--- src/rtl/pipe_control_unit_pkg.sv ---
// Shared definitions for the pipelined RV32I control unit.
// Holds the ALU op, immediate-format and result-select encodings, the opcode
// constants, the per-stage control bundles with their bubble values, and small
// helpers used by the stage registers.
package ctrl_pkg;

    typedef enum logic [3:0] {
        ALU_ADD   = 4'd0,
        ALU_SUB   = 4'd1,
        ALU_AND   = 4'd2,
        ALU_OR    = 4'd3,
        ALU_XOR   = 4'd4,
        ALU_SLT   = 4'd5,
        ALU_SLTU  = 4'd6,
        ALU_SLL   = 4'd7,
        ALU_SRL   = 4'd8,
        ALU_SRA   = 4'd9,
        ALU_PASSB = 4'd10
    } alu_op_e;

    typedef enum logic [2:0] {
        IMM_I = 3'd0,
        IMM_S = 3'd1,
        IMM_B = 3'd2,
        IMM_J = 3'd3,
        IMM_U = 3'd4
    } imm_src_e;

    typedef enum logic [1:0] {
        RES_ALU   = 2'b00,
        RES_MEM   = 2'b01,
        RES_PC4   = 2'b10,
        RES_PCIMM = 2'b11
    } result_src_e;

    localparam logic [6:0] OP_R      = 7'b0110011;
    localparam logic [6:0] OP_I      = 7'b0010011;
    localparam logic [6:0] OP_LOAD   = 7'b0000011;
    localparam logic [6:0] OP_STORE  = 7'b0100011;
    localparam logic [6:0] OP_BRANCH = 7'b1100011;
    localparam logic [6:0] OP_JAL    = 7'b1101111;
    localparam logic [6:0] OP_JALR   = 7'b1100111;
    localparam logic [6:0] OP_LUI    = 7'b0110111;
    localparam logic [6:0] OP_AUIPC  = 7'b0010111;

    localparam logic [2:0] F3_BEQ  = 3'b000;
    localparam logic [2:0] F3_BNE  = 3'b001;
    localparam logic [2:0] F3_BLT  = 3'b100;
    localparam logic [2:0] F3_BGE  = 3'b101;
    localparam logic [2:0] F3_BLTU = 3'b110;
    localparam logic [2:0] F3_BGEU = 3'b111;
    localparam logic [2:0] F3_SR   = 3'b101;

    // Full control bundle held in D/E.
    typedef struct packed {
        logic        valid;
        logic        reg_write;
        logic        mem_write;
        logic        mem_access;
        logic        branch;
        logic        jump;
        logic        jalr;
        logic        alu_src;
        result_src_e result_src;
        alu_op_e     alu_ctrl;
        logic [2:0]  funct3;
    } stage_ctrl_t;

    // Only the fields still needed from M onward travel into E/M and M/W.
    typedef struct packed {
        logic        valid;
        logic        reg_write;
        logic        mem_write;
        logic        mem_access;
        result_src_e result_src;
        logic [2:0]  funct3;
    } mem_ctrl_t;

    typedef struct packed {
        logic        valid;
        logic        reg_write;
        result_src_e result_src;
    } wb_ctrl_t;

    localparam stage_ctrl_t CTRL_BUBBLE = '{
        valid: 1'b0, reg_write: 1'b0, mem_write: 1'b0, mem_access: 1'b0,
        branch: 1'b0, jump: 1'b0, jalr: 1'b0, alu_src: 1'b0,
        result_src: RES_ALU, alu_ctrl: ALU_ADD, funct3: 3'b000
    };

    localparam mem_ctrl_t MEM_BUBBLE = '{
        valid: 1'b0, reg_write: 1'b0, mem_write: 1'b0, mem_access: 1'b0,
        result_src: RES_ALU, funct3: 3'b000
    };

    localparam wb_ctrl_t WB_BUBBLE = '{
        valid: 1'b0, reg_write: 1'b0, result_src: RES_ALU
    };

    // Reserved funct3 encodings (010/011) never take the branch.
    function automatic logic branch_taken(input logic [2:0] funct3,
                                          input logic       zero,
                                          input logic       lt,
                                          input logic       ltu);
        logic taken;
        case (funct3)
            F3_BEQ:  taken = zero;
            F3_BNE:  taken = ~zero;
            F3_BLT:  taken = lt;
            F3_BGE:  taken = ~lt;
            F3_BLTU: taken = ltu;
            F3_BGEU: taken = ~ltu;
            default: taken = 1'b0;
        endcase
        return taken;
    endfunction

    function automatic mem_ctrl_t to_mem(input stage_ctrl_t c);
        return '{valid: c.valid, reg_write: c.reg_write, mem_write: c.mem_write,
                 mem_access: c.mem_access, result_src: c.result_src, funct3: c.funct3};
    endfunction

    function automatic wb_ctrl_t to_wb(input mem_ctrl_t m);
        return '{valid: m.valid, reg_write: m.reg_write, result_src: m.result_src};
    endfunction

endpackage

--- src/rtl/pipe_control_unit_if.sv ---
// Bundle of the control unit's instruction, condition, hazard and control
// output signals. clk/resetn stay as plain ports on the module.
//   master: drives the D-stage instruction fields, ALU flags and stall/flush
//           hooks; observes the decoded/pipelined control outputs.
//   slave : the control unit itself.
interface pipe_control_unit_if #(
    parameter int ALUCTRL_W = 4,
    parameter int IMMSRC_W  = 3,
    parameter int CNT_W     = 32
);
    logic [6:0]           op;
    logic [2:0]           funct3;
    logic                 funct7b5;
    logic                 ZeroE;
    logic                 LtE;
    logic                 LtuE;
    logic                 StallE;
    logic                 FlushE;
    logic                 StallM;
    logic [IMMSRC_W-1:0]  ImmSrcD;
    logic                 IllegalD;
    logic                 PCSrcE;
    logic                 PCTargetSrcE;
    logic [ALUCTRL_W-1:0] ALUControlE;
    logic                 ALUSrcE;
    logic [1:0]           ResultSrcE;
    logic                 RegWriteM;
    logic                 MemWriteM;
    logic [2:0]           MemTypeM;
    logic                 RegWriteW;
    logic [1:0]           ResultSrcW;
    logic [CNT_W-1:0]     RetiredCount;

    modport master (
        output op, funct3, funct7b5, ZeroE, LtE, LtuE, StallE, FlushE, StallM,
        input  ImmSrcD, IllegalD, PCSrcE, PCTargetSrcE, ALUControlE, ALUSrcE,
               ResultSrcE, RegWriteM, MemWriteM, MemTypeM, RegWriteW,
               ResultSrcW, RetiredCount
    );

    modport slave (
        input  op, funct3, funct7b5, ZeroE, LtE, LtuE, StallE, FlushE, StallM,
        output ImmSrcD, IllegalD, PCSrcE, PCTargetSrcE, ALUControlE, ALUSrcE,
               ResultSrcE, RegWriteM, MemWriteM, MemTypeM, RegWriteW,
               ResultSrcW, RetiredCount
    );
endinterface

--- src/rtl/pipe_control_unit_decoder.sv ---
// Combinational RV32I decoder for the D stage.
//   op, funct3, funct7b5 : instruction fields in D
//   ctrl                 : D-stage control bundle (bubble for unsupported opcodes)
//   imm_src              : immediate format for the extender
//   illegal              : opcode is not one of the supported classes
module rv32i_decoder
    import ctrl_pkg::*;
(
    input  logic [6:0]  op,
    input  logic [2:0]  funct3,
    input  logic        funct7b5,
    output stage_ctrl_t ctrl,
    output imm_src_e    imm_src,
    output logic        illegal
);

    // alt selects SUB over ADD and SRA over SRL.
    function automatic alu_op_e alu_from_funct3(input logic [2:0] f3, input logic alt);
        alu_op_e r;
        case (f3)
            3'b000:  r = alt ? ALU_SUB : ALU_ADD;
            3'b001:  r = ALU_SLL;
            3'b010:  r = ALU_SLT;
            3'b011:  r = ALU_SLTU;
            3'b100:  r = ALU_XOR;
            3'b101:  r = alt ? ALU_SRA : ALU_SRL;
            3'b110:  r = ALU_OR;
            default: r = ALU_AND;
        endcase
        return r;
    endfunction

    always_comb begin
        ctrl    = CTRL_BUBBLE;
        imm_src = IMM_I;
        illegal = 1'b0;
        case (op)
            OP_R: begin
                ctrl.reg_write = 1'b1;
                ctrl.alu_ctrl  = alu_from_funct3(funct3, funct7b5);
            end
            OP_I: begin
                // bit 30 is an immediate bit except for SRAI
                ctrl.reg_write = 1'b1;
                ctrl.alu_src   = 1'b1;
                ctrl.alu_ctrl  = alu_from_funct3(funct3, funct7b5 && (funct3 == F3_SR));
            end
            OP_LOAD: begin
                ctrl.reg_write  = 1'b1;
                ctrl.alu_src    = 1'b1;
                ctrl.mem_access = 1'b1;
                ctrl.result_src = RES_MEM;
            end
            OP_STORE: begin
                ctrl.mem_write  = 1'b1;
                ctrl.alu_src    = 1'b1;
                ctrl.mem_access = 1'b1;
                imm_src         = IMM_S;
            end
            OP_BRANCH: begin
                ctrl.branch   = 1'b1;
                ctrl.alu_ctrl = ALU_SUB;
                imm_src       = IMM_B;
            end
            OP_JAL: begin
                ctrl.reg_write  = 1'b1;
                ctrl.jump       = 1'b1;
                ctrl.result_src = RES_PC4;
                imm_src         = IMM_J;
            end
            OP_JALR: begin
                ctrl.reg_write  = 1'b1;
                ctrl.jump       = 1'b1;
                ctrl.jalr       = 1'b1;
                ctrl.alu_src    = 1'b1;
                ctrl.result_src = RES_PC4;
            end
            OP_LUI: begin
                ctrl.reg_write = 1'b1;
                ctrl.alu_src   = 1'b1;
                ctrl.alu_ctrl  = ALU_PASSB;
                imm_src        = IMM_U;
            end
            OP_AUIPC: begin
                ctrl.reg_write  = 1'b1;
                ctrl.result_src = RES_PCIMM;
                imm_src         = IMM_U;
            end
            default: illegal = 1'b1;
        endcase
        if (!illegal) begin
            ctrl.valid  = 1'b1;
            ctrl.funct3 = funct3;
        end
    end

endmodule

--- src/rtl/pipe_control_unit.sv ---
// Pipelined control unit for the 5-stage RV32I core.
// Decodes in D, carries control through D/E, E/M and M/W, evaluates the branch
// condition in E and counts retired instructions.
//   clk    : core clock
//   resetn : asynchronous active-low reset
//   bus    : instruction fields, ALU flags, stall/flush hooks and all control
//            outputs (see pipe_control_unit_if)
module pipe_control_unit
    import ctrl_pkg::*;
#(
    parameter int ALUCTRL_W = 4,
    parameter int IMMSRC_W  = 3,
    parameter int CNT_W     = 32
) (
    input  logic                 clk,
    input  logic                 resetn,
    pipe_control_unit_if.slave   bus
);

    stage_ctrl_t      dec_ctrl;
    imm_src_e         dec_imm;
    logic             dec_illegal;

    stage_ctrl_t      de_q;
    mem_ctrl_t        em_q;
    wb_ctrl_t         mw_q;
    logic [CNT_W-1:0] count;

    rv32i_decoder u_decoder (
        .op       (bus.op),
        .funct3   (bus.funct3),
        .funct7b5 (bus.funct7b5),
        .ctrl     (dec_ctrl),
        .imm_src  (dec_imm),
        .illegal  (dec_illegal)
    );

    // StallM outranks FlushE, so a flush arriving during a memory wait is lost
    // and must be re-issued by the hazard unit.
    always_ff @(posedge clk or negedge resetn) begin
        if (!resetn) begin
            de_q  <= CTRL_BUBBLE;
            em_q  <= MEM_BUBBLE;
            mw_q  <= WB_BUBBLE;
            count <= '0;
        end else begin
            if (!bus.StallM) begin
                if (bus.FlushE) begin
                    de_q <= CTRL_BUBBLE;
                end else if (!bus.StallE) begin
                    de_q <= dec_ctrl;
                end
                em_q <= to_mem(de_q);
            end
            // the held M instruction must not also appear in W
            mw_q <= bus.StallM ? WB_BUBBLE : to_wb(em_q);
            if (mw_q.valid) begin
                count <= count + CNT_W'(1);
            end
        end
    end

    assign bus.ImmSrcD      = IMMSRC_W'(dec_imm);
    assign bus.IllegalD     = dec_illegal;

    assign bus.PCSrcE       = ((de_q.branch & branch_taken(de_q.funct3, bus.ZeroE, bus.LtE, bus.LtuE))
                               | de_q.jump) & ~bus.StallM;
    assign bus.PCTargetSrcE = de_q.jalr;
    assign bus.ALUControlE  = ALUCTRL_W'(de_q.alu_ctrl);
    assign bus.ALUSrcE      = de_q.alu_src;
    assign bus.ResultSrcE   = de_q.result_src;

    assign bus.RegWriteM    = em_q.reg_write;
    assign bus.MemWriteM    = em_q.mem_write;
    assign bus.MemTypeM     = em_q.mem_access ? em_q.funct3 : 3'b000;

    assign bus.RegWriteW    = mw_q.reg_write;
    assign bus.ResultSrcW   = mw_q.result_src;
    assign bus.RetiredCount = count;

endmodule
--- src/flat_wrapper.sv ---
// flat-port wrapper written by rule: the top's interface ports become plain ports
module pipe_control_unit_flat import ctrl_pkg::*;
#(
    parameter int ALUCTRL_W = 4,
    parameter int IMMSRC_W  = 3,
    parameter int CNT_W     = 32
)
  (clk, resetn, bus_op, bus_funct3, bus_funct7b5, bus_ZeroE, bus_LtE, bus_LtuE, bus_StallE, bus_FlushE, bus_StallM, bus_ImmSrcD, bus_IllegalD, bus_PCSrcE, bus_PCTargetSrcE, bus_ALUControlE, bus_ALUSrcE, bus_ResultSrcE, bus_RegWriteM, bus_MemWriteM, bus_MemTypeM, bus_RegWriteW, bus_ResultSrcW, bus_RetiredCount);
  pipe_control_unit_if #(.ALUCTRL_W(ALUCTRL_W), .IMMSRC_W(IMMSRC_W), .CNT_W(CNT_W)) bus_i ();
  input  logic clk;
  input  logic resetn;
  input wire logic [$bits(bus_i.op)-1:0] bus_op;
  input wire logic [$bits(bus_i.funct3)-1:0] bus_funct3;
  input wire logic [$bits(bus_i.funct7b5)-1:0] bus_funct7b5;
  input wire logic [$bits(bus_i.ZeroE)-1:0] bus_ZeroE;
  input wire logic [$bits(bus_i.LtE)-1:0] bus_LtE;
  input wire logic [$bits(bus_i.LtuE)-1:0] bus_LtuE;
  input wire logic [$bits(bus_i.StallE)-1:0] bus_StallE;
  input wire logic [$bits(bus_i.FlushE)-1:0] bus_FlushE;
  input wire logic [$bits(bus_i.StallM)-1:0] bus_StallM;
  output wire logic [$bits(bus_i.ImmSrcD)-1:0] bus_ImmSrcD;
  output wire logic [$bits(bus_i.IllegalD)-1:0] bus_IllegalD;
  output wire logic [$bits(bus_i.PCSrcE)-1:0] bus_PCSrcE;
  output wire logic [$bits(bus_i.PCTargetSrcE)-1:0] bus_PCTargetSrcE;
  output wire logic [$bits(bus_i.ALUControlE)-1:0] bus_ALUControlE;
  output wire logic [$bits(bus_i.ALUSrcE)-1:0] bus_ALUSrcE;
  output wire logic [$bits(bus_i.ResultSrcE)-1:0] bus_ResultSrcE;
  output wire logic [$bits(bus_i.RegWriteM)-1:0] bus_RegWriteM;
  output wire logic [$bits(bus_i.MemWriteM)-1:0] bus_MemWriteM;
  output wire logic [$bits(bus_i.MemTypeM)-1:0] bus_MemTypeM;
  output wire logic [$bits(bus_i.RegWriteW)-1:0] bus_RegWriteW;
  output wire logic [$bits(bus_i.ResultSrcW)-1:0] bus_ResultSrcW;
  output wire logic [$bits(bus_i.RetiredCount)-1:0] bus_RetiredCount;
  assign bus_i.op = bus_op;
  assign bus_i.funct3 = bus_funct3;
  assign bus_i.funct7b5 = bus_funct7b5;
  assign bus_i.ZeroE = bus_ZeroE;
  assign bus_i.LtE = bus_LtE;
  assign bus_i.LtuE = bus_LtuE;
  assign bus_i.StallE = bus_StallE;
  assign bus_i.FlushE = bus_FlushE;
  assign bus_i.StallM = bus_StallM;
  assign bus_ImmSrcD = bus_i.ImmSrcD;
  assign bus_IllegalD = bus_i.IllegalD;
  assign bus_PCSrcE = bus_i.PCSrcE;
  assign bus_PCTargetSrcE = bus_i.PCTargetSrcE;
  assign bus_ALUControlE = bus_i.ALUControlE;
  assign bus_ALUSrcE = bus_i.ALUSrcE;
  assign bus_ResultSrcE = bus_i.ResultSrcE;
  assign bus_RegWriteM = bus_i.RegWriteM;
  assign bus_MemWriteM = bus_i.MemWriteM;
  assign bus_MemTypeM = bus_i.MemTypeM;
  assign bus_RegWriteW = bus_i.RegWriteW;
  assign bus_ResultSrcW = bus_i.ResultSrcW;
  assign bus_RetiredCount = bus_i.RetiredCount;
  pipe_control_unit #(.ALUCTRL_W(ALUCTRL_W), .IMMSRC_W(IMMSRC_W), .CNT_W(CNT_W)) u_core (.clk(clk), .resetn(resetn), .bus(bus_i));
endmodule
--- config.mk ---
export PLATFORM = sky130hd
export DESIGN_NAME = pipe_control_unit_flat
export DESIGN_NICKNAME = d
export VERILOG_FILES = /design/src/rtl/pipe_control_unit_pkg.sv /design/src/rtl/pipe_control_unit_if.sv /design/src/rtl/pipe_control_unit_decoder.sv /design/src/rtl/pipe_control_unit.sv /design/src/flat_wrapper.sv
export SDC_FILE = /design/constraint.sdc
export NUM_CORES = 1
export LEC_CHECK = 0
export ABC_AREA = 1
export BUFFER_PORTS_ARGS = -buffer_cell sky130_fd_sc_hd__buf_2
export CORE_MARGIN = 5
export CORE_UTILIZATION = 56
export CTS_BUF_LIST = sky130_fd_sc_hd__clkbuf_8
export DETAILED_ROUTE_END_ITERATION = 12
export PLACE_DENSITY = 0.82
export SLEW_MARGIN = 30
export SYNTH_ARGS = -nofsm -noshare
export SYNTH_HDL_FRONTEND = slang
export SYNTH_SLANG_ARGS = --single-unit
--- constraint.sdc ---
create_clock -name clk -period 1.6 [get_ports clk]
set_input_delay 0.16 -clock clk [delete_from_list [all_inputs] [get_ports clk]]
set_output_delay 0.16 -clock clk [all_outputs]
set_load 0.005 [all_outputs]
Word-level counts from Yosys, hierarchy flattened
Index checks and enable logic that the tools add are counted.

ROM bits: 0. RAM bits: 0. Word-level logic and storage cells: 84. Flip-flop bits (word level): 62. Latch bits: 0. Memories: 0. Input port bits: 19. Output and inout bits: 53.

$add $sub $neg: 1. Divide/modulo/power cells: 0. Order comparisons: 0. Multipliers: 0. Bitwise gates (word level): 7. Reductions and logical operators: 10. Shift operators: 0. Mux-type cells: 24. Eq/ne operators: 21.

Operators with widths (count): $pmux W4 S7 (2); $mux W17 (2); $add A32 B1 Y32 const B (1); $eq A3 B3 Y1 const B (7); $eq A7 B6 Y1 const B (3); $eq A7 B7 Y1 const B (3); $pmux W4 S4 (1); $eq A7 B5 Y1 const B (2); $mux W1 (13); $pmux W3 S4 (1); $reduce_or A9 Y1 (1); $eq A7 B2 Y1 const B (1); $reduce_or A7 Y1 (1); $eq A3 B1 Y1 const B (2); $eq A3 B2 Y1 const B (2); $logic_not A3 Y1 (2); $mux W3 (2); $pmux W1 S6 (1); $pmux W2 S3 (1); $reduce_or A2 Y1 (3); $reduce_or A5 Y1 (1); $mux W4 (1); $not A1 Y1 (4); $and A1 B1 Y1 (2); other kinds (4) (4).

Longest topological paths before layout
Word-level depth: 7. Gate-level depth with buffers: 9. Gate-level depth less buffers: 9.

Cells and area by module
Synthesis repeated with hierarchy kept, for this count alone.

Cells, all modules: 417. Area, all modules: 3364.5 µm².

By module, submodules not included: pipe_control_unit (cells an instance 345, instances 1, area each 3010.4 µm², sequential area each 1551.5 µm²); rv32i_decoder (cells an instance 72, instances 1, area each 354.1 µm², sequential area each 0.0 µm²).

Worst setup path before layout
OpenSTA, ideal clock, no wires.

Path type: reg2reg. Start: reg u_core.count[0], in the netlist u_core.bus.RetiredCount[0]. End: reg u_core.count[22], in the netlist u_core.bus.RetiredCount[22]. Buffers on the path: 0. Arrival time: 1.228 ns. Data required time: 1.476 ns. Setup slack: 0.247 ns. Cell stages (with the launch flop): 8. Setup time: 0.124 ns. Clock period less this slack: 1.353 ns. Cell sequence: dfrtp_1 > ha_1 > nand2_2 > nor2_4 > nand3_4 > nor2_4 > nand2_2 > xnor2_1.

Longest elaborated chain between the ends: 1.

Ends and longest elaborated chain: start, declared (RTL line pipe_control_unit.sv:27) `logic [CNT_W-1:0] count;`; start signal, assigned (RTL line pipe_control_unit.sv:58) `count <= count + CNT_W'(1);`; $add A32 B1 Y32 (RTL line pipe_control_unit.sv:58).

Every way passes these cells. A chain may end at the register's enable or synchronous reset.

Worst setup path in the final report
Start: reg u_core.de_q[2] (netlist bit). End: out bus_PCSrcE.

Longest elaborated chain between the ends: 5. Elaborated cells on any way between the ends: 10. Classes of those cells: 5 x eq/ne; 1 x mux; 3 x bitwise; 1 x reduce/logical.

Ends and longest elaborated chain: start, declared (RTL line pipe_control_unit.sv:24) `stage_ctrl_t de_q;`; start signal, assigned (RTL line pipe_control_unit.sv:51) `de_q <= dec_ctrl;`; $eq A3 B3 Y1 (tied with other cells) (RTL line pipe_control_unit_pkg.sv:106) `case (funct3)`; $pmux W1 S6 (*) (RTL line pipe_control_unit_pkg.sv:106); $and A1 B1 Y1 (*) (RTL line pipe_control_unit.sv:66) `assign bus.PCSrcE = ((de_q.branch & branch_taken(de_q.funct3, bus.ZeroE, bus.LtE, bus.LtuE))`; $or A1 B1 Y1 (*) (RTL line pipe_control_unit.sv:67) `| de_q.jump) & ~bus.StallM;`; $and A1 B1 Y1 (*) (RTL line pipe_control_unit.sv:67); end, declared (RTL line flat_wrapper.sv:23) `output wire logic [$bits(bus_i.PCSrcE)-1:0] bus_PCSrcE;`.

Mark *: on every way between the ends. The rest lies on a longest branch, timed or not.

==> impl_metrics.tcl <==
set metrics [dict create \
    timing.hold.ws_ns 0.07297 \
    wire_per_inst_microns 12.62 \
    final_nets 494 \
    fp.dieW_microns 86.00 \
    cts_root_buf "clkbuf_8" \
    insertion_delay_ns 0.34 \
    finalCriticalPeriod_ns 1.585 \
    leakage_nw 2.121 \
    cts_tree "built" \
    clk_path_buf_depth 2 \
    netlist_instances 392 \
    drt-initial-drc-count 134 \
    postRouteAntennaNets 0 \
    gp_congestion 0.9255 \
    dieHeight_microns 86.00 \
    synth_warnings 0 \
    grt_pass1_wl_microns 11960 \
    worst_pin_slew_ns 0.4322 \
    worstHoldStart "bus_op[4]" \
    hold_end "u_core.de_q[13]" \
    power.density_nw_per_um2 817.2 \
    drive_gt1_share_pct 26.72 \
    drv_cap 0 \
    viasPerCell 4.982 \
    hp-class "input pin to register" \
    first_pass_iters 4 \
    r2r_start "u_core.bus.RetiredCount[0]" \
    ys_ff_latch 62 \
    p_comb_share_pct 10.2 \
    antenna_cells 0 \
    cts_sinks 62 \
    relSlewSlack_pct 70.96 \
    status "complete, no violations" \
    max_freq_mhz 630.7 \
    synth_top_area_cell "dfrtp_1" \
    grt_antenna_before_repair 0 \
    routed_wl_microns 6956 \
    drc_errors 0 \
    regToRegSetupSlack_ns 0.08 \
    hpwl_microns 5275 \
    peakVddDrop_uv 460.4 \
    hold_viol_final 0 \
    syn_area_sq_um 3234 \
    synth_nets 412 \
    path_class "register to output pin" \
    portBuffers 71 \
    intPower_mw 2.350 \
    place_inst 530 \
    htree_levels 3 \
    grt_max_degree 63 \
    avgSynthCellArea_sq_um 8.251 \
    ys_seq_area_share_pct 47.97 \
    yosysTopAreaCellShare_pct 47.97 \
    grt-ovfl-total 0 \
    start_util_pct 58.02 \
    start_kind "register" \
    tns_ns 0 \
    cts_made_buffers 9 \
    rsz0062_at_grt "yes" \
    clk_pin_slew_ns 0.07 \
    r2r_end "u_core.bus.RetiredCount[28]" \
    switchingPower_uw 845.7 \
    drv_slew 0 \
    worstPathArrival_ns 1.43 \
    hold_depth 2 \
    worst-r2r-cell-count 7 \
    io-pin-count 72 \
    sw_frac_of_total_pct 26.47 \
    vias 2745 \
    power_mw 3.195 \
    setup-violations-final 0 \
    crit_path_end_kind "output pin" \
    post-place-ws_ns 0.1335 \
    final_cells 551 \
    fin_crit_sh_pct 99.09 \
    pwr-share-clk_pct 37.7 \
    setup_slack_ns 0.01450 \
    core_area_sq_um 5574 \
    synth.area.top_cells "dfrtp_1 (48%), nand2_1 (12%), inv_1 (6.4%), xor2_1 (4.3%), nand3_1 (4.0%)" \
    syn2layout_area_growth_pct 20.89 \
    ys_types 32 \
    seq_power_share_pct 52.1 \
    grt_pass1_vias 2666 \
    required_ns 1.44 \
    grtUsageTotal_pct 20.40 \
    path_max_fanout 6 \
    fp.dieArea_sq_um 7395 \
    fin_skew_ns 0.005356 \
    num_rows 27 \
]
[per-layer routing]
metal | track usage (%) | wire (microns) | up-vias
li1 | - | - | 1387
met1 | 25.75 | 2944 | 1261
met2 | 34.27 | 3493 | 86
met3 | 4.515 | 416 | 11
met4 | 7.338 | 102 | 0
met5 | 0 | 0 | -
[how the worst max path moves through the flow]
stage,start,to,cells past startpoint
2_1_floorplan,u_core.bus.RetiredCount[0],u_core.bus.RetiredCount[22],7
5_1_grt,u_core.de_q[2],bus_PCSrcE,8
3_3_place_gp,u_core.bus.RetiredCount[1],u_core.bus.RetiredCount[28],7
4_1_cts,u_core.de_q[2],bus_PCSrcE,8
6_report,u_core.de_q[2],bus_PCSrcE,6
3_5_place_dp,u_core.bus.RetiredCount[1],u_core.bus.RetiredCount[24],7
[cell families after synthesis]
group	Yosys count	share of synthesized area, %
and+or+nand+nor	202	29.63
buffers and inverters	70	9.168
DFF	62	47.97
AOI/OAI and AO/OA	31	5.725
xor gates and xnor gates	25	6.770
muxes	1	0.3481
adders and majority gates	1	0.3868
[power groups by stage]
stage,registers (mW),clock network (mW),logic [mW]
detailed placement,1.70,0,0.295
floorplan,1.70,0,0.141
CTS,1.67,1.23,0.301
global placement,1.69,0,0.292
finish,1.66,1.20,0.326
global route,1.67,1.30,0.381
[cell type report]
type	instances	area [sq um]
clock buffer	10	137.6
clock inverter	6	38.79
fill	443	1664
inverter	58	217.7
multi-input combinational	260	1413
sequential	62	1553
tap	72	90.09
timing repair buffer	83	460.4
[cell usage after synthesis]
master,n
nand2_1,107
dfrtp_1,62
inv_1,55
nor2_1,30
nand3_1,26
o21ai_0,19
xor2_1,16
buf_4,9
xnor2_1,9
nor3_1,8
nor2_4,7
nand4_1,6
a21oi_1,5
nor2_2,5
clkbuf_1,3
inv_2,3
nand2_2,3
and3_1,2
nand2_4,2
nand3_4,2
o211ai_1,2
a21oi_4,1
a32oi_1,1
and2_1,1
ha_1,1
mux2_2,1
nand3b_1,1
nor3_4,1
nor3b_1,1
o21bai_1,1
o221ai_1,1
o32ai_1,1
[state kept, by name, summed over array words and instances (netlist names)]
| signal | flops |
|---|---|
| u_core.bus.ALUControlE | 4 |
| u_core.bus.ALUSrcE | 1 |
| u_core.bus.MemWriteM | 1 |
| u_core.bus.PCTargetSrcE | 1 |
| u_core.bus.RegWriteM | 1 |
| u_core.bus.RegWriteW | 1 |
| u_core.bus.ResultSrcE | 2 |
| u_core.bus.ResultSrcW | 2 |
| u_core.bus.RetiredCount | 32 |
| u_core.de_q | 9 |
| u_core.em_q | 7 |
| u_core.mw_q | 1 |
[timing repair]
item,in CTS,in global routing
pin swaps,1,3
hold endpoints to repair,62,0
buffers inserted,2,2
resized for setup,2,6
hold buffers,1,0
setup endpoints to repair,1,3
[placed cells by master (no fill, tap or decap), drive strengths merged]
cell and instances:
inv 59, o21ai 19, ha 1, nand4 6
a32oi 1, clkbuf 10, buf 82, xor2 16
o211ai 2, dfrtp 62, nand2 112, dlygate4sd3 1
nand3b 1, a21oi 6, xnor2 9, o21bai 1
o221ai 1, nand3 28, and2 1, nor2 42
and3 2, clkinv 1, o32ai 1, nor3 9
clkinvlp 4, mux2 1, nor3b 1
[worst max-delay path, cell delays in order (launching register included)]
cell and delay (ns):
dfrtp_2 0.44, o211ai_1 0.18, nand3_1 0.09, nand2_1 0.06, nand2_1 0.05, a21oi_2 0.14, buf_2 0.13
[stage by stage]
stage,area (sq um),utilization [%]
floorplan,3234,-
global placement,3666,65.77
finish,3910,70.15
detailed placement,3666,65.77
global route,3910,70.15
CTS,3871,69.45
(Power assumes the default switching activity.)
